===== src/rtl/attr_number_parser_pkg.sv =====
// Shared definitions for the numeric attribute parser.
// Contents: default widths, ASCII character codes and FSM state encodings.
package attr_number_parser_pkg;

    localparam int unsigned CHAR_BITS = 8;
    localparam int unsigned ATTR_VAL_BITS = 10;

    // ASCII codes the parser reacts to
    localparam logic [7:0] CH_SPACE  = 8'h20;
    localparam logic [7:0] CH_GT     = 8'h3e;
    localparam logic [7:0] CH_SLASH  = 8'h2f;
    localparam logic [7:0] CH_HASH   = 8'h23;
    localparam logic [7:0] CH_DQUOTE = 8'h22;
    localparam logic [7:0] CH_SQUOTE = 8'h27;
    localparam logic [7:0] CH_PCT    = 8'h25;
    localparam logic [7:0] CH_0      = 8'h30;
    localparam logic [7:0] CH_9      = 8'h39;
    localparam logic [7:0] CH_LA     = 8'h61;
    localparam logic [7:0] CH_LF     = 8'h66;
    localparam logic [7:0] CH_UA     = 8'h41;
    localparam logic [7:0] CH_UF     = 8'h46;
    localparam logic [7:0] CH_P      = 8'h70;
    localparam logic [7:0] CH_X      = 8'h78;

    // Parser state encodings
    localparam logic [2:0] StIdle    = 3'd0;
    localparam logic [2:0] StLead    = 3'd1;
    localparam logic [2:0] StDec     = 3'd2;
    localparam logic [2:0] StHex     = 3'd3;
    localparam logic [2:0] StSufP    = 3'd4;
    localparam logic [2:0] StSufDone = 3'd5;
    localparam logic [2:0] StDone    = 3'd6;
    localparam logic [2:0] StError   = 3'd7;

endpackage


===== src/rtl/attr_number_parser_if.sv =====
// Character handshake and result bundle between the tag tokenizer (master) and the
// numeric attribute parser (slave).
// Signals: enable, char_valid, char_data (tokenizer -> parser); char_ready, value,
// has_finished, is_hex, is_percent, overflow, error (parser -> tokenizer / register file).
interface attr_number_parser_if
    import attr_number_parser_pkg::*;
#(
    parameter int unsigned CHAR_WIDTH = CHAR_BITS,
    parameter int unsigned VAL_WIDTH  = ATTR_VAL_BITS
);
    logic                  enable;
    logic                  char_valid;
    logic [CHAR_WIDTH-1:0] char_data;
    logic                  char_ready;
    logic [VAL_WIDTH-1:0]  value;
    logic                  has_finished;
    logic                  is_hex;
    logic                  is_percent;
    logic                  overflow;
    logic                  error;

    modport master (
        output enable, char_valid, char_data,
        input  char_ready, value, has_finished, is_hex, is_percent, overflow, error
    );

    modport slave (
        input  enable, char_valid, char_data,
        output char_ready, value, has_finished, is_hex, is_percent, overflow, error
    );
endinterface


===== src/rtl/attr_number_parser_char_class.sv =====
// Combinational character classifier for the attribute parser.
// Ports: char_data (in) -> is_dec, is_hex_digit, is_term, is_quote, nibble (digit value).
module attr_number_parser_char_class
    import attr_number_parser_pkg::*;
#(
    parameter int unsigned CHAR_WIDTH = CHAR_BITS
) (
    input  logic [CHAR_WIDTH-1:0] char_data,
    output logic                  is_dec,
    output logic                  is_hex_digit,
    output logic                  is_term,
    output logic                  is_quote,
    output logic [3:0]            nibble
);
    logic is_lower_hex;
    logic is_upper_hex;

    always_comb begin
        is_dec       = (char_data >= CHAR_WIDTH'(CH_0)) && (char_data <= CHAR_WIDTH'(CH_9));
        is_lower_hex = (char_data >= CHAR_WIDTH'(CH_LA)) && (char_data <= CHAR_WIDTH'(CH_LF));
        is_upper_hex = (char_data >= CHAR_WIDTH'(CH_UA)) && (char_data <= CHAR_WIDTH'(CH_UF));
        is_hex_digit = is_dec | is_lower_hex | is_upper_hex;
        is_term      = (char_data == CHAR_WIDTH'(CH_SPACE)) || (char_data == CHAR_WIDTH'(CH_GT))
                    || (char_data == CHAR_WIDTH'(CH_SLASH));
        is_quote     = (char_data == CHAR_WIDTH'(CH_DQUOTE))
                    || (char_data == CHAR_WIDTH'(CH_SQUOTE));
        // 'a'..'f' and 'A'..'F' both carry 1..6 in their low nibble
        nibble       = is_dec ? char_data[3:0] : char_data[3:0] + 4'd9;
    end
endmodule


===== src/rtl/attr_number_parser.sv =====
// Streaming parser for numeric HTML attribute values (decimal, '#' hex, "px"/"%" suffixes,
// optional surrounding quotes) with saturation and syntax-error detection.
// Ports: clock, resetn (async, active-low), bus (attr_number_parser_if.slave): character
// handshake in, registered value and status flags out.
module attr_number_parser
    import attr_number_parser_pkg::*;
#(
    parameter int unsigned CHAR_WIDTH = CHAR_BITS,
    parameter int unsigned VAL_WIDTH  = ATTR_VAL_BITS,
    parameter int unsigned MAX_DIGITS = 8,
    parameter bit          ALLOW_HEX  = 1'b1
) (
    input logic                 clock,
    input logic                 resetn,
    attr_number_parser_if.slave bus
);
    localparam int unsigned AccW = VAL_WIDTH + 4;
    localparam int unsigned CntW = $clog2(MAX_DIGITS + 1);

    logic [2:0]           state_q, state_d;
    logic [VAL_WIDTH-1:0] acc_q, acc_d;
    logic [CntW-1:0]      cnt_q, cnt_d;
    logic                 seen_q, seen_d;    // at least one digit, zeros included
    logic                 qopen_q, qopen_d;  // opening quote awaiting its partner
    logic                 hex_q, hex_d;
    logic                 pct_q, pct_d;
    logic                 ovf_q, ovf_d;

    logic       is_dec, is_hex_digit, is_term, is_quote;
    logic [3:0] nibble;
    logic       is_hash, is_p, is_x, is_pct;
    logic       go_err, take_digit, counts, dig_over, sat, finished;
    logic [AccW-1:0] acc_w, nxt_w;

    attr_number_parser_char_class #(
        .CHAR_WIDTH(CHAR_WIDTH)
    ) u_char_class (
        .char_data   (bus.char_data),
        .is_dec      (is_dec),
        .is_hex_digit(is_hex_digit),
        .is_term     (is_term),
        .is_quote    (is_quote),
        .nibble      (nibble)
    );

    assign is_hash  = bus.char_data == CHAR_WIDTH'(CH_HASH);
    assign is_p     = bus.char_data == CHAR_WIDTH'(CH_P);
    assign is_x     = bus.char_data == CHAR_WIDTH'(CH_X);
    assign is_pct   = bus.char_data == CHAR_WIDTH'(CH_PCT);
    assign finished = (state_q == StDone) || (state_q == StError);

    // Terminators are left for the tokenizer, which sees them after dropping enable
    assign bus.char_ready   = bus.enable & bus.char_valid & ~finished & ~is_term;
    assign bus.value        = acc_q;
    assign bus.has_finished = finished;
    assign bus.error        = state_q == StError;
    assign bus.is_hex       = hex_q;
    assign bus.is_percent   = pct_q;
    assign bus.overflow     = ovf_q;

    // Accumulator step; acc_q never exceeds 2^VAL_WIDTH-1 so four spare bits suffice
    always_comb begin
        acc_w    = AccW'(acc_q);
        nxt_w    = (state_q == StHex) ? ((acc_w << 4) | AccW'(nibble))
                                      : ((acc_w << 3) + (acc_w << 1) + AccW'(nibble));
        sat      = nxt_w > AccW'({VAL_WIDTH{1'b1}});
        counts   = (nibble != 4'd0) || (cnt_q != '0);  // leading zeros are free
        dig_over = counts && (cnt_q == CntW'(MAX_DIGITS));
    end

    always_comb begin
        state_d    = state_q;
        acc_d      = acc_q;
        cnt_d      = cnt_q;
        seen_d     = seen_q;
        qopen_d    = qopen_q;
        hex_d      = hex_q;
        pct_d      = pct_q;
        ovf_d      = ovf_q;
        go_err     = 1'b0;
        take_digit = 1'b0;

        if (!bus.enable) begin
            state_d = StIdle;
            acc_d   = '0;
            cnt_d   = '0;
            seen_d  = 1'b0;
            qopen_d = 1'b0;
            hex_d   = 1'b0;
            pct_d   = 1'b0;
            ovf_d   = 1'b0;
        end else if (bus.char_valid) begin
            case (state_q)
                // IDLE already accepts the first character so no cycle is lost on entry
                StIdle, StLead: begin
                    if (is_quote && !qopen_q) begin
                        qopen_d = 1'b1;
                        state_d = StLead;
                    end else if (is_dec) begin
                        take_digit = 1'b1;
                        state_d    = StDec;
                    end else if (is_hash && ALLOW_HEX) begin
                        hex_d   = 1'b1;
                        state_d = StHex;
                    end else begin
                        go_err = 1'b1;  // terminator, second quote or junk
                    end
                end
                StDec: begin
                    if (is_term) begin
                        state_d = StDone;
                    end else if (is_dec) begin
                        take_digit = 1'b1;
                    end else if (is_p) begin
                        state_d = StSufP;
                    end else if (is_pct) begin
                        pct_d   = 1'b1;
                        state_d = StSufDone;
                    end else if (is_quote && qopen_q) begin
                        qopen_d = 1'b0;
                        state_d = StSufDone;
                    end else begin
                        go_err = 1'b1;
                    end
                end
                StHex: begin
                    if (is_term && seen_q) begin
                        state_d = StDone;
                    end else if (is_hex_digit) begin
                        take_digit = 1'b1;
                    end else if (is_quote && qopen_q && seen_q) begin
                        qopen_d = 1'b0;
                        state_d = StSufDone;
                    end else begin
                        go_err = 1'b1;  // includes "#" followed directly by a terminator
                    end
                end
                StSufP: begin
                    if (is_x) begin
                        state_d = StSufDone;
                    end else begin
                        go_err = 1'b1;
                    end
                end
                StSufDone: begin
                    if (is_term) begin
                        state_d = StDone;
                    end else if (is_quote && qopen_q) begin
                        qopen_d = 1'b0;  // closing quote after a unit suffix
                    end else begin
                        go_err = 1'b1;
                    end
                end
                StDone, StError: ;  // sticky until enable drops
                default: state_d = StIdle;
            endcase
        end else if (state_q == StIdle) begin
            state_d = StLead;
        end

        if (take_digit) begin
            if (dig_over) begin
                go_err = 1'b1;
            end else begin
                cnt_d  = cnt_q + CntW'(counts);
                seen_d = 1'b1;
                // Once saturated the accumulator stays all-ones while digits keep coming
                if (!ovf_q) begin
                    if (sat) begin
                        acc_d = '1;
                        ovf_d = 1'b1;
                    end else begin
                        acc_d = nxt_w[VAL_WIDTH-1:0];
                    end
                end
            end
        end

        if (go_err) begin
            state_d = StError;
            acc_d   = '0;
            hex_d   = 1'b0;
            pct_d   = 1'b0;
            ovf_d   = 1'b0;
        end
    end

    always_ff @(posedge clock or negedge resetn) begin
        if (!resetn) begin
            state_q <= StIdle;
            acc_q   <= '0;
            cnt_q   <= '0;
            seen_q  <= 1'b0;
            qopen_q <= 1'b0;
            hex_q   <= 1'b0;
            pct_q   <= 1'b0;
            ovf_q   <= 1'b0;
        end else begin
            state_q <= state_d;
            acc_q   <= acc_d;
            cnt_q   <= cnt_d;
            seen_q  <= seen_d;
            qopen_q <= qopen_d;
            hex_q   <= hex_d;
            pct_q   <= pct_d;
            ovf_q   <= ovf_d;
        end
    end
endmodule


===== src/flat_wrapper.sv =====
// flat-port wrapper written by rule: the top's interface ports become plain ports
module attr_number_parser_flat import attr_number_parser_pkg::*;
#(
    parameter int unsigned CHAR_WIDTH = CHAR_BITS,
    parameter int unsigned VAL_WIDTH  = ATTR_VAL_BITS,
    parameter int unsigned MAX_DIGITS = 8,
    parameter bit          ALLOW_HEX  = 1'b1
)
  (clock, resetn, bus_enable, bus_char_valid, bus_char_data, bus_char_ready, bus_value, bus_has_finished, bus_is_hex, bus_is_percent, bus_overflow, bus_error);
  attr_number_parser_if #(.CHAR_WIDTH(CHAR_WIDTH), .VAL_WIDTH(VAL_WIDTH)) bus_i ();
  input logic clock;
  input logic resetn;
  input wire logic [$bits(bus_i.enable)-1:0] bus_enable;
  input wire logic [$bits(bus_i.char_valid)-1:0] bus_char_valid;
  input wire logic [$bits(bus_i.char_data)-1:0] bus_char_data;
  output wire logic [$bits(bus_i.char_ready)-1:0] bus_char_ready;
  output wire logic [$bits(bus_i.value)-1:0] bus_value;
  output wire logic [$bits(bus_i.has_finished)-1:0] bus_has_finished;
  output wire logic [$bits(bus_i.is_hex)-1:0] bus_is_hex;
  output wire logic [$bits(bus_i.is_percent)-1:0] bus_is_percent;
  output wire logic [$bits(bus_i.overflow)-1:0] bus_overflow;
  output wire logic [$bits(bus_i.error)-1:0] bus_error;
  assign bus_i.enable = bus_enable;
  assign bus_i.char_valid = bus_char_valid;
  assign bus_i.char_data = bus_char_data;
  assign bus_char_ready = bus_i.char_ready;
  assign bus_value = bus_i.value;
  assign bus_has_finished = bus_i.has_finished;
  assign bus_is_hex = bus_i.is_hex;
  assign bus_is_percent = bus_i.is_percent;
  assign bus_overflow = bus_i.overflow;
  assign bus_error = bus_i.error;
  attr_number_parser #(.CHAR_WIDTH(CHAR_WIDTH), .VAL_WIDTH(VAL_WIDTH), .MAX_DIGITS(MAX_DIGITS), .ALLOW_HEX(ALLOW_HEX)) u_core (.clock(clock), .resetn(resetn), .bus(bus_i));
endmodule

===== config.mk =====
export PLATFORM = sky130hd
export DESIGN_NAME = attr_number_parser_flat
export DESIGN_NICKNAME = d
export VERILOG_FILES = /design/src/rtl/attr_number_parser_pkg.sv /design/src/rtl/attr_number_parser_if.sv /design/src/rtl/attr_number_parser_char_class.sv /design/src/rtl/attr_number_parser.sv /design/src/flat_wrapper.sv
export SDC_FILE = /design/constraint.sdc
export NUM_CORES = 1
export LEC_CHECK = 0
export ABC_AREA = 1
export CORE_MARGIN = 3
export CORE_UTILIZATION = 32
export CTS_CLUSTER_DIAMETER = 80
export DETAILED_ROUTE_END_ITERATION = 10
export SYNTH_ARGS = -nofsm -noshare
export SYNTH_HDL_FRONTEND = slang
export SYNTH_SLANG_ARGS = --single-unit

===== constraint.sdc =====
create_clock -name clock -period 6.3 [get_ports clock]
set_clock_uncertainty 0.05 [all_clocks]
set_input_delay 1.26 -clock clock [delete_from_list [all_inputs] [get_ports clock]]
set_output_delay 1.26 -clock clock [all_outputs]
set_load 0.01 [all_outputs]

After elaboration in Yosys (flattened, before gate mapping)
Index checks and enable logic that the tools add are counted.
Widths: inputs -> output; s select.

cells by class
  add/subtract/negate cells = 4
  order comparisons = 7
  equality and inequality tests = 46
  multiplexer cells = 92
  bitwise operators = 8
  reductions and logical operators = 22

operators with widths
  operator              count
  $mux 1                60
  $mux 10               6
  $eq 8x6->1 const B    7
  $mux 3                17
  $ne 3x3->1 const B    11
  $eq 8x7->1 const B    2
  $ge 8x7->1 const B    2
  $le 8x7->1 const B    2
  $mux 4                4
  $ne 3x1->1 const B    5
  $pmux 3 s5            1
  $add 13x11->14        1
  $add 14x4->14         1
  $gt 14x10->1 const B  1
  $mux 14               1
  $or 14x4->14          1
  $eq 3x3->1 const B    4
  $ne 6x6->1 const B    2
  $reduce_and 11->1     1
  $ne 5x3->1 const B    2
  $reduce_and 9->1      1
  $ge 8x6->1 const B    1
  $le 8x6->1 const B    1
  $logic_and 1x1->1     8
  26 further kinds      37

storage, ports and cells
  register bits after elaboration = 22
  input port bits = 12
  output and inout port bits = 16
  logic and storage cells = 187

Longest topological paths before layout
Gate-level depths: netlist of run 1.

  word-level depth = 15
  depth in mapped cells = 24
  mapped depth without buffers = 24

By module
Synthesis of run 1 repeated with hierarchy kept, for this count alone.

second synthesis, totals
  cell total of the unflattened synthesis = 441
  area total of the unflattened synthesis = 2785.2 µm²

by module, submodules not included
  module                         times used  cells an instance  area an instance (µm²)  seq. area each (µm²)
  attr_number_parser             1           382                2433.6                  550.5
  attr_number_parser_char_class  1           59                 351.6                   0.0

Worst setup path before layout of run 1
OpenSTA, ideal clock, no wires.

  path type = input port to flip-flop
  from = in bus_char_data[0]
  to = reg u_core.acc_q[3], in the netlist u_core.bus.value[3]
  library setup time = 117 ps
  data arrival time = 4185 ps
  data required time = 6133 ps
  slack = 1948 ps
  cell stages on the path = 20
  buffers on the path = 0
  path through = inv_1 -> ha_1 -> nor2_2 -> nand2_2 -> nand3_4 -> o21ai_0 -> xor2_1 -> inv_1 -> fa_1 -> fa_1 -> nand3_1 -> nand3_1 -> nand2_1 -> nand3b_1 -> nand3_1 -> nand3_1 -> nor2_1 -> nand2_2 -> nor2_1 -> nor2_1

between the ends
  word-level cells in the longest chain between the ends = 14
  elaborated cells on any way between the ends = 67
  classes of those cells = add/sub: 2; order compare: 7; eq/ne: 9; mux: 33; bitwise: 3; reduce/logical: 13

RTL lines
  item                                                                    RTL line                   source
  start, declared                                                         flat_wrapper.sv:15         input wire logic [$bits(bus_i.char_data)-1:0] bus_char_data;
  parallel branches: the longest is 13 deep, another holds $add 14x4->14  -
  $mux 10 (*)                                                             attr_number_parser.sv:179  if (go_err) begin
  net u_core.acc_d[3]                                                     attr_number_parser.sv:21   logic [VAL_WIDTH-1:0] acc_q, acc_d;
  end signal, assigned                                                    attr_number_parser.sv:191  acc_q <= '0;
  end signal, assigned                                                    attr_number_parser.sv:200  acc_q <= acc_d;
  end, declared                                                           attr_number_parser.sv:21

Mark *: on every way through the listed nets, which the timed path passes.
A chain may end at the register's enable or synchronous reset.

Worst setup path in the final report of run 1
  from = in bus_char_data[0]
  to = reg u_core.acc_q[8], in the netlist u_core.bus.value[8]

Same word-level chain as after synthesis.

==> impl_metrics.csv, run 1 <==
group,metric,value,unit
run_status,outcome,"finished clean",
yosys,synthArstFlopShare,1.000,
critical_path,critPathRequiredTime,6.41,ns
critical_path,rrSetupSlack,3.29,ns
pwr,powerDensity,196.6,mW/mm²
critical_path,crit_start,"bus_char_data[0]",
critical_path,reg2reg_depth,12,
global_routing,grt_pass1_vias,2709,
yosys,ys.flop_type,"dfrtp_1",
yosys,syn_area,0.002721,mm²
layout,layout_commonest_cell,"nand2_1",
min_path,hp-class,"reg -> reg",
layout,drive_gt1_frac,0.08182,
yosys,syn_inst,415,
sta,worst_pin_slew,1.022,ns
sta,hold_violations,0,
clock_tree,clk_latency,0.27,ns
yosys,synth_top_family_by_area,"simple AND/OR/NAND/NOR gates",
yosys,synth_fa_ha_area_frac,0.1572,
yosys,synth_seq_cells,22,
sta,slew_violations,0,
critical_path,crit_path_end_kind,"flop",
critical_path,worstReg2RegEnd,"u_core.bus.value[8]$_DFF_PN0_",
critical_path,worstPathMaxFanout,7,
critical_path,crit_chain,"clkdlybuf4s50_1 -> inv_1 -> ha_1 -> nor2_2 -> nand2_2 -> nand3_4 -> o21ai_0 -> xor2_1 -> inv_1 -> fa_1 -> fa_1 -> nand3_1 -> nand3_1 -> nand2_1 -> nand3b_1 -> nand3_1 -> nand3_1 -> nor2_1 -> nand2_2 -> nor2_1 -> a21oi_1",
sta,setup-violations-final,0,
yosys,yosys.area_share.simple,0.4234,
layout,layout.nets,486,
yosys,synth-xor-area-share,0.03540,
die,rows,33,
clock_tree,hold_buffers,0,
clock_tree,postCtsSetupRepairBufs,0,
placed_design,portBuffers,27,
die,core,0.008258,mm²
critical_path,crit_type,"in -> reg",
clock_tree,cts_buffer_depth,2,
critical_path,cp_slowest_cell,"clkdlybuf4s50_1",
min_path,holdCritStartpoint,"u_core.bus.is_percent$_DFFE_PN0P_",
placed_design,dp_cells,541,
die,start_util,0.3295,
pwr,power_leakage,1.670,nW
routing,viasPerCell,5.006,
layout,final_cells,545,
yosys,synth.distinct_cells,36,
routing,post_drt_wl_per_cell,13.14,µm
sta,finalCritPeriodShare,0.8113,
global_routing,grt_max_degree,23,
yosys,syn_nets,460,
yosys,synth-compound-area-share,0.1011,
sta,setup_tns,0,ns
routing,wirelength,7160,µm
sta,slew_headroom,0.3169,
yosys,yosysTopAreaCell,"dfrtp_1",
die,die_h,98.22,µm
yosys,yosys_warnings,0,
min_path,hold_end,"u_core.bus.is_percent$_DFFE_PN0P_",
layout,layout_common_cells,"nand2_1 (121), nor2_1 (45), nand3_1 (40)",
pwr,ir_worst_vdd,0.1987,mV
global_routing,overflow,0,
yosys,ys_seq_area_frac,0.2023,
routing,drt_iter0_drc,109,
critical_path,crit_arrival,5.22,ns
routing,vias,2728,
layout,area_growth,15.86,%
clock_tree,cts_made_buffers,3,
clock_tree,cts_tree,"done",
yosys,synth.avg_cell_area,6.557,µm²
clock_tree,cts.reportedPaths.clkPinSlew,0.09,ns
routing,dr.pass1.iters,4,
routing,drc,0,
clock_tree,root_buffer,"clkbuf_8",
yosys,yosys-top-cells-area,"dfrtp_1 (20%), nand2_1 (17%), ha_1 (14%)",
layout,insertedDiodeCount,0,
yosys,synth_edf_count,0,
global_routing,antenna_found_initial,0,
sta,fmax,195.6,MHz
placed_design,gp_congestion,0.8746,
critical_path,crit_top_cell,"nand3_1",
die,dieArea,0.009647,mm²
sta,min_period,5.111,ns
critical_path,startpoint_type,"input port",
flow_run,cap_violations,0,
clock_tree,cts_num_sinks,22,
clock_tree,htreeDepth,1,
clock_tree,post_cts_resized,0,
global_routing,grt.total_usage,0.1498,
sta,rsz0062_at_grt,"no",
min_path,min_path_cells,2,
global_routing,grt_first_pass_wirelength,12170,µm
layout,nFillCells,902,
die,io-pin-count,28,
placed_design,hpwl,5764,µm
critical_path,timing.rr.start,"u_core.bus.value[2]$_DFF_PN0_",
critical_path,critPathMaxStageDelay,0.54,ns
yosys,synth.area.mux_share,0,
die,dieWidth,98.22,µm
yosys,synth_top_area_frac,0.2023,
routing,ant_nets,0,
cell usage after synthesis, types with 3 or more instances:
cell and count:
nor2_4 3, nand4_1 12, nor3_1 6, nand3_1 40, o21ai_0 16, xor2_1 6
inv_2 6, inv_1 38, ha_1 31, nor2_1 45, o31ai_1 5, nand3b_1 3
xnor2_1 5, a21oi_1 14, dfrtp_1 22, buf_2 3, nand2_2 10, nand2_1 121
area by class of cell:
cell class | count | area (µm²) | share of cell area
Clock buffer | 3 | 41.29 | 0.01310
Tap cell | 105 | 131.4 | 0.04167
Clock inverter | 1 | 30.03 | 0.009524
Timing Repair Buffer | 27 | 270.3 | 0.08571
Inverter | 46 | 177.7 | 0.05635
Multi-Input combinational cell | 341 | 1952 | 0.6190
Sequential cell | 22 | 550.5 | 0.1746
worst max-delay path: cells and delay by family:
| kind | cells | cell delay, ns |
|---|---|---|
| and+or+nand+nor | 12 | 1.56 |
| adders and majority gates | 3 | 1.25 |
| buffers and inverters | 3 | 0.75 |
| xor gates and xnor gates | 1 | 0.23 |
| AOI/OAI and AO/OA | 2 | 0.17 |
kinds of logic (layout without fill, tap and decap cells):
| logic type | count (synthesis) | in the layout |
|---|---|---|
| DFF | 22 | 22 |
| and+or+nand+nor | 250 | 250 |
| AOI/OAI and AO/OA | 47 | 47 |
| adders and majority gates | 33 | 33 |
| buffers and inverters | 52 | 77 |
| xor gates and xnor gates | 11 | 11 |
power breakdown:
part           total (mW)  switching, mW  internal [mW]
sequential          0.181         0.0260          0.155
combinational       0.304          0.193          0.111
clock               0.135         0.0499         0.0850
sequential cells by signal (all words and copies together) (netlist names):
| name | count |
|---|---|
| u_core.bus.is_percent | 1 |
| u_core.state_q | 3 |
| u_core.cnt_q | 4 |
| u_core.qopen_q | 1 |
| u_core.seen_q | 1 |
| u_core.bus.overflow | 1 |
| u_core.bus.is_hex | 1 |
| u_core.bus.value | 10 |
layer usage:
| layer | up-vias | track usage | part of all wire |
|---|---|---|---|
| met5 | - | 0 | 0 |
| met4 | 0 | 0.02626 | 0.016 |
| met3 | 8 | 0.02286 | 0.024 |
| met2 | 35 | 0.2702 | 0.48 |
| met1 | 1264 | 0.1912 | 0.48 |
| li1 | 1421 | - | - |
metrics by stage:
stage / power [mW] / cell area, µm² / worst slack [ns] / hold WS, ns / utilization
finish: 0.6198 / 3153 / 1.189 / 0.4760 / 0.3818
global placement: 0.4856 / 3082 / 1.045 / 0.4633 / 0.3732
floorplan: 0.4068 / 2721 / 1.948 / 0.4214 / -
global route: 0.6795 / 3153 / 0.7879 / 0.5041 / 0.3818
detailed placement: 0.4849 / 3082 / 0.9056 / 0.4573 / 0.3732
CTS: 0.6229 / 3153 / 1.180 / 0.4877 / 0.3818
worst max path at each step:
stage | endpoint | depth (start not counted)
3_5_place_dp | u_core.bus.value[8]$_DFF_PN0_ | 21
3_3_place_gp | u_core.bus.value[7]$_DFF_PN0_ | 21
6_report | u_core.bus.value[8]$_DFF_PN0_ | 21
2_1_floorplan | u_core.bus.value[3]$_DFF_PN0_ | 20
5_1_grt | u_core.bus.value[8]$_DFF_PN0_ | 21
4_1_cts | u_core.bus.value[8]$_DFF_PN0_ | 21
(Power assumes the default switching activity.)
==> run 2: changes to the inputs <==
Clock period 6.3 ns to 4.15 ns, I/O delays scaled along.
==> impl_metrics.csv, run 2 (synthesized netlist as in run 1, its figures left out) <==
group,metric,value,unit
critical_path,path_delay_family,"simple AND/OR/NAND/NOR gates",
routing,ant_nets,0,
critical_path,crit_top_cell,"nand2_2",
die,dieWidth,98.22,µm
layout,layout_commonest_cell,"nand2_1",
clock_tree,cts.reportedPaths.clkPinSlew,0.09,ns
layout,layout_common_cells,"nand2_1 (119), nor2_1 (40), inv_1 (37), nand3_1 (37), buf_4 (29)",
critical_path,startpoint_type,"input port",
pwr,p_clk_frac,0.207,
sta,min_period,3.967,ns
critical_path,critPathRequiredTime,4.27,ns
critical_path,crit_chain,"clkdlybuf4s50_1 -> inv_2 -> ha_2 -> nor2_2 -> nand2_2 -> nand3_4 -> nand2_2 -> xor2_2 -> inv_1 -> ha_4 -> ha_4 -> fa_2 -> nand3_2 -> nand3_2 -> nand2_2 -> nand3b_1 -> nand3_1 -> nand3_1 -> nor2_2 -> buf_6 -> nand2_4 -> nor2_1 -> nor2_1",
sta,slew_headroom,0.3173,
pwr,pwr-share-comb,0.517,
global_routing,grt_first_pass_wirelength,13210,µm
die,core,0.008258,mm²
layout,drive_gt1_frac,0.1864,
clock_tree,cts_num_sinks,22,
critical_path,crit_buf_inv,4,
min_path,hp-class,"reg -> reg",
layout,multiInputGateArea,0.002048,mm²
die,start_util,0.3295,
clock_tree,root_buffer,"clkbuf_8",
pwr,switchingPower,423.0,µW
sta,setup_slack,0.1835,ns
placed_design,gp_congestion,0.8853,
pwr,ir_worst_vdd,0.2883,mV
sta,hold_violations,0,
die,die_h,98.22,µm
flow_run,cap_violations,0,
layout,regArea,550.5,µm²
sta,finalCritPeriodShare,0.9558,
pwr,switching_share,0.4293,
clock_tree,htreeDepth,1,
pwr,seq_power_share,0.276,
clock_tree,cts_buffer_depth,2,
critical_path,worstPathMaxFanout,6,
die,io-pin-count,28,
routing,viasPerCell,5.047,
sta,slew_violations,0,
clock_tree,cts_made_buffers,3,
placed_design,portBuffers,27,
clock_tree,clk_latency,0.27,ns
run_status,outcome,"finished clean",
routing,wirelength,7732,µm
sta,setup-violations-final,0,
routing,vias,2912,
routing,post_drt_wl_per_cell,13.40,µm
placed_design,hpwl,6048,µm
routing,drt_iter0_drc,155,
placed_design,dp_cells,570,
die,rows,33,
global_routing,antenna_found_initial,0,
pwr,powerDensity,281.3,mW/mm²
layout,layout.nets,518,
global_routing,grt_pass1_vias,2892,
sta,setup_tns,0,ns
layout,largest_reg_flops,10,
sta,worst_pin_slew,1.021,ns
critical_path,crit_type,"in -> reg",
critical_path,crit_arrival,4.09,ns
pwr,intPower,562.4,µW
global_routing,overflow,0,
global_routing,grt_max_degree,23,
layout,area_growth,28.74,%
critical_path,cp_slowest_cell,"clkdlybuf4s50_1",
layout,final_cells,577,
layout,nFillCells,878,
clock_tree,cts_tree,"done",
critical_path,crit_path_end_kind,"flop",
sta,fmax,252.1,MHz
die,dieArea,0.009647,mm²
layout,insertedDiodeCount,0,
placed_design,dp_worst_setup_slack,-0.3075,ns
global_routing,grt.total_usage,0.1623,
routing,drc,0,
pwr,power_leakage,1.842,nW
clock_tree,hold_buffers,0,
routing,dr.pass1.iters,4,
critical_path,critPathMaxStageDelay,0.49,ns
layout,finalCoreUtilization,0.4242,
==> run 2: cell count changes in the layout (fill, tap and decap cells not counted), moves of 3 or more <==
cell and change:
buf_4 +29, ha_1 -5, nor2_1 -5, nor2_2 +5
buf_6 +3, ha_4 +3, nand3_1 -3, nand3_2 +3
==> run 2: final timing paths <==
check                                                end                     startpoint  cells after the start  slack, ns
max in group asynchronous      u_core.cnt_q[3]$_DFF_PN0_                         resetn                      1       2.36
setup / recovery           u_core.bus.value[3]$_DFF_PN0_               bus_char_data[1]                     23       0.18
hold reg to reg            u_core.bus.is_hex$_DFFE_PN0P_  u_core.bus.is_hex$_DFFE_PN0P_                      1       0.49
min in group asynchronous      u_core.cnt_q[0]$_DFF_PN0_                         resetn                      1       1.06
setup reg to reg           u_core.bus.overflow$_DFF_PN0_  u_core.state_q[2]$_DFFE_PN0P_                     11       1.38
hold / removal             u_core.bus.is_hex$_DFFE_PN0P_  u_core.bus.is_hex$_DFFE_PN0P_                      1       0.49
==> run 2: power by group through the flow <==
stage | logic, mW | clock network (mW) | registers [mW]
2_1_floorplan | 0.351 | 0 | 0.267
3_3_place_gp | 0.485 | 0 | 0.276
3_5_place_dp | 0.481 | 0 | 0.277
4_1_cts | 0.487 | 0.208 | 0.272
5_1_grt | 0.575 | 0.219 | 0.277
6_report | 0.509 | 0.204 | 0.272
==> run 2: metal layers <==
layer,GRT usage,part of all wire
met1,0.2190,0.46
met2,0.2785,0.48
met3,0.01857,0.039
met4,0.03782,0.017
met5,0,0
==> run 2: layout make-up <==
class                   instances  share of cell area
flip-flops and latches         22              0.1571
repair buffers                 59              0.1496
well taps                     105             0.03750
multi-input cells             341              0.5846
inverters                      46             0.05071
clock buffers                   3             0.01179
clock inverters                 1            0.008571
==> run 2: through the flow <==
| step | instance area, µm² | hold WS, ns | total power [mW] |
|---|---|---|---|
| 6_report | 3503 | 0.4939 | 0.9854 |
| 3_5_place_dp | 3299 | 0.4792 | 0.7578 |
| 4_1_cts | 3373 | 0.5053 | 0.9657 |
| 3_3_place_gp | 3299 | 0.4646 | 0.7608 |
| 2_1_floorplan | 2721 | 0.4214 | 0.6175 |
| 5_1_grt | 3503 | 0.5142 | 1.071 |
==> run 2: repair_timing <==
action,CTS,global route
resized for setup,1,28
gates cloned,0,0
hold endpoints to repair,0,0
pin swaps,0,6
endpoints found under the setup margin,6,11
setup buffers,0,3
==> run 2: worst register-to-register path, stage by stage (launching register included) <==
cell and delay, ns:
dfrtp_1 0.47, inv_2 0.14, nand3_1 0.48, inv_2 0.48
nand3_1 0.19, nand3_2 0.11, nand2_4 0.10, nor2_4 0.18
nand2_2 0.14, inv_2 0.10, nand2_1 0.10, o21ai_1 0.16
==> run 3: changes to the inputs <==
Settings changed: ABC_AREA 1 to unset, CTS_BUF_LIST set to sky130_fd_sc_hd__clkbuf_2.
Clock period 4.15 ns to 3.2 ns, I/O delays scaled along.
==> impl_metrics.csv, run 3 <==
group,metric,value,unit
pwr,switching_share,0.4541,
critical_path,rrSetupSlack,0.33,ns
run_status,outcome,"finished with violations",
global_routing,grt.total_usage,0.1656,
clock_tree,cts_num_sinks,22,
global_routing,grt_max_degree,23,
die,start_util,0.3371,
clock_tree,cts_tree,"done",
global_routing,antenna_found_initial,0,
yosys,synth.distinct_cells,67,
critical_path,worstPathMaxFanout,7,
routing,wirelength,7077,µm
pwr,seq_power_share,0.299,
yosys,ys.flop_type,"dfrtp_1",
layout,layout_common_cells,"buf_4 (59), ha_1 (28), nand2_1 (22), dfrtp_1 (22), o21ai_0 (21)",
routing,drt_iter0_drc,164,
yosys,synth.avg_cell_area,8.794,µm²
layout,drive_gt1_frac,0.3149,
sta,slew_headroom,0.6059,
pwr,powerDensity,358.5,mW/mm²
routing,drc,0,
yosys,syn_area,0.002497,mm²
global_routing,grt_pass1_vias,2477,
yosys,syn_nets,329,
yosys,synthArstFlopShare,1.000,
global_routing,grt_first_pass_wirelength,11890,µm
pwr,switchingPower,568.7,µW
min_path,min_path_cells,1,
routing,vias,2471,
clock_tree,cts_made_buffers,3,
pwr,power_leakage,1.597,nW
routing,dr.pass1.iters,4,
min_path,hp-class,"reg -> reg",
sta,rsz0062_at_grt,"yes",
layout,largest_reg_flops,10,
yosys,yosys_warnings,0,
yosys,yosys-top-cells-area,"dfrtp_1 (22%), ha_1 (16%), o21ai_0 (4.2%)",
die,dieArea,0.008900,mm²
layout,layout_commonest_cell,"buf_4",
clock_tree,hold_buffers,0,
sta,worst_pin_slew,0.5912,ns
run_status,failed_checks,"negative setup slack",
layout,area_growth,39.88,%
yosys,syn_inst,284,
critical_path,crit_arrival,3.82,ns
yosys,yosys-top-cells-count,"ha_1 (31), nand2_1 (24), dfrtp_1 (22)",
layout,insertedDiodeCount,0,
sta,min_period,3.627,ns
sta,finalCritPeriodShare,1.133,
pwr,intPower,683.7,µW
placed_design,gp_congestion,0.8599,
yosys,synth_top_area_frac,0.2204,
yosys,synth_edf_count,0,
sta,setup_slack,-0.4269,ns
pwr,pwr-share-comb,0.612,
pwr,finalPower,1.252,mW
clock_tree,clk_latency,0.33,ns
placed_design,portBuffers,27,
placed_design,hpwl,5690,µm
yosys,synth_seq_cells,22,
sta,fmax,275.7,MHz
die,io-pin-count,28,
die,core,0.007408,mm²
routing,post_drt_wl_per_cell,15.35,µm
sta,setup-violations-final,11,
critical_path,critPathRequiredTime,3.39,ns
pwr,p_clk_frac,0.089,
yosys,yosysTopAreaCell,"dfrtp_1",
sta,slew_violations,0,
critical_path,crit_type,"in -> reg",
die,rows,31,
die,dieWidth,94.34,µm
yosys,ys_seq_area_frac,0.2204,
critical_path,reg2reg_depth,10,
layout,finalCoreUtilization,0.4715,
global_routing,overflow,0,
yosys,yosysMostFrequentCell,"ha_1",
sta,hold_violations,0,
clock_tree,cts.reportedPaths.clkPinSlew,0.20,ns
sta,fin_hold_ws,0.4654,ns
pwr,ir_worst_vdd,0.1446,mV
flow_run,cap_violations,0,
critical_path,crit_path_end_kind,"flop",
clock_tree,root_buffer,"clkbuf_2",
critical_path,startpoint_type,"input port",
routing,viasPerCell,5.360,
clock_tree,htreeDepth,1,
clock_tree,cts_buffer_depth,2,
die,die_h,94.34,µm
routing,ant_nets,0,
layout,layout.nets,408,
==> run 3: changes by cell type after synthesis, sizes merged, moves of 5 or more <==
cell	change
a22oi	+8
inv	-31
mux2i	+7
nand2	-107
nand3	-36
nor2	-37
nor3	+5
o21ai	+6
==> run 3: critical path, cell delays in order <==
cell and delay, ns:
buf_12 0.09, inv_12 0.03, ha_4 0.15, o21ba_4 0.22
o211ai_4 0.20, nand2_2 0.11, xnor2_4 0.15, fa_1 0.45
buf_4 0.15, fa_2 0.39, a21oi_4 0.15, o211ai_1 0.09
a31oi_1 0.24, nand3b_1 0.16, a31oi_4 0.21, and3_4 0.28
a22oi_2 0.09
==> run 3: power groups by stage <==
stage	Clock (mW)	Sequential, mW	Combinational [mW]
floorplan	0	0.337	0.511
global placement	0	0.376	0.712
detailed placement	0	0.377	0.716
CTS	0.116	0.372	0.742
global route	0.126	0.382	0.838
finish	0.112	0.374	0.766
==> run 3: metrics by stage <==
step | setup TNS [ns] | cell area, µm² | setup WS, ns | std cells
after floorplan | -6.891 | 2599 | -0.7264 | 284
final | -4.356 | 3493 | -0.4269 | 461
after global placement | -19.39 | 3297 | -1.409 | 448
after CTS | -3.941 | 3450 | -0.4124 | 460
after detailed placement | -20.15 | 3297 | -1.474 | 448
after global routing | -5.456 | 3493 | -0.5265 | 461
==> run 3: final cells by class <==
type | count | area (µm²)
clock buffers | 3 | 15.01
repair buffers | 88 | 739.5
multi-input cells | 233 | 1989
well taps | 99 | 123.9
flip-flops and latches | 22 | 550.5
clock inverters | 1 | 3.754
fillers | 742 | 3915
inverters | 15 | 71.32
==> run 3: routing by layer <==
| layer | global-route usage | up-vias | wire [µm] |
|---|---|---|---|
| met2 | 0.2896 | 38 | 3464 |
| met1 | 0.2207 | 1188 | 3363 |
| met5 | 0 | - | 0 |
| met3 | 0.01912 | 11 | 166 |
| li1 | - | 1234 | - |
| met4 | 0.03249 | 0 | 83 |
==> run 3: final timing paths <==
path                                                  to                           from
max                        u_core.bus.value[0]$_DFF_PN0_               bus_char_data[1]
min                            u_core.cnt_q[3]$_DFF_PN0_      u_core.cnt_q[3]$_DFF_PN0_
max reg2reg                u_core.bus.value[0]$_DFF_PN0_  u_core.bus.value[2]$_DFF_PN0_
min reg2reg                    u_core.cnt_q[3]$_DFF_PN0_      u_core.cnt_q[3]$_DFF_PN0_
max in group asynchronous      u_core.cnt_q[2]$_DFF_PN0_                         resetn
min in group asynchronous  u_core.bus.value[8]$_DFF_PN0_                         resetn
==> run 3: logic make-up after synthesis <==
logic type,Yosys count,synth area share
adder cells (fa/ha/maj),33,0.1713
AND/OR/NAND/NOR,95,0.2225
buffers and inverters,29,0.05460
multiplexers,8,0.03407
XOR/XNOR,11,0.03858
flip-flops,22,0.2204
AO/OA/AOI/OAI,86,0.2585
==> run 3: what timing repair did <==
item                                    CTS  global route
pin swaps                                23            17
gates resized for setup                  37             8
setup buffers                             8             1
endpoints found under the setup margin   18            12
gates cloned                              0             0
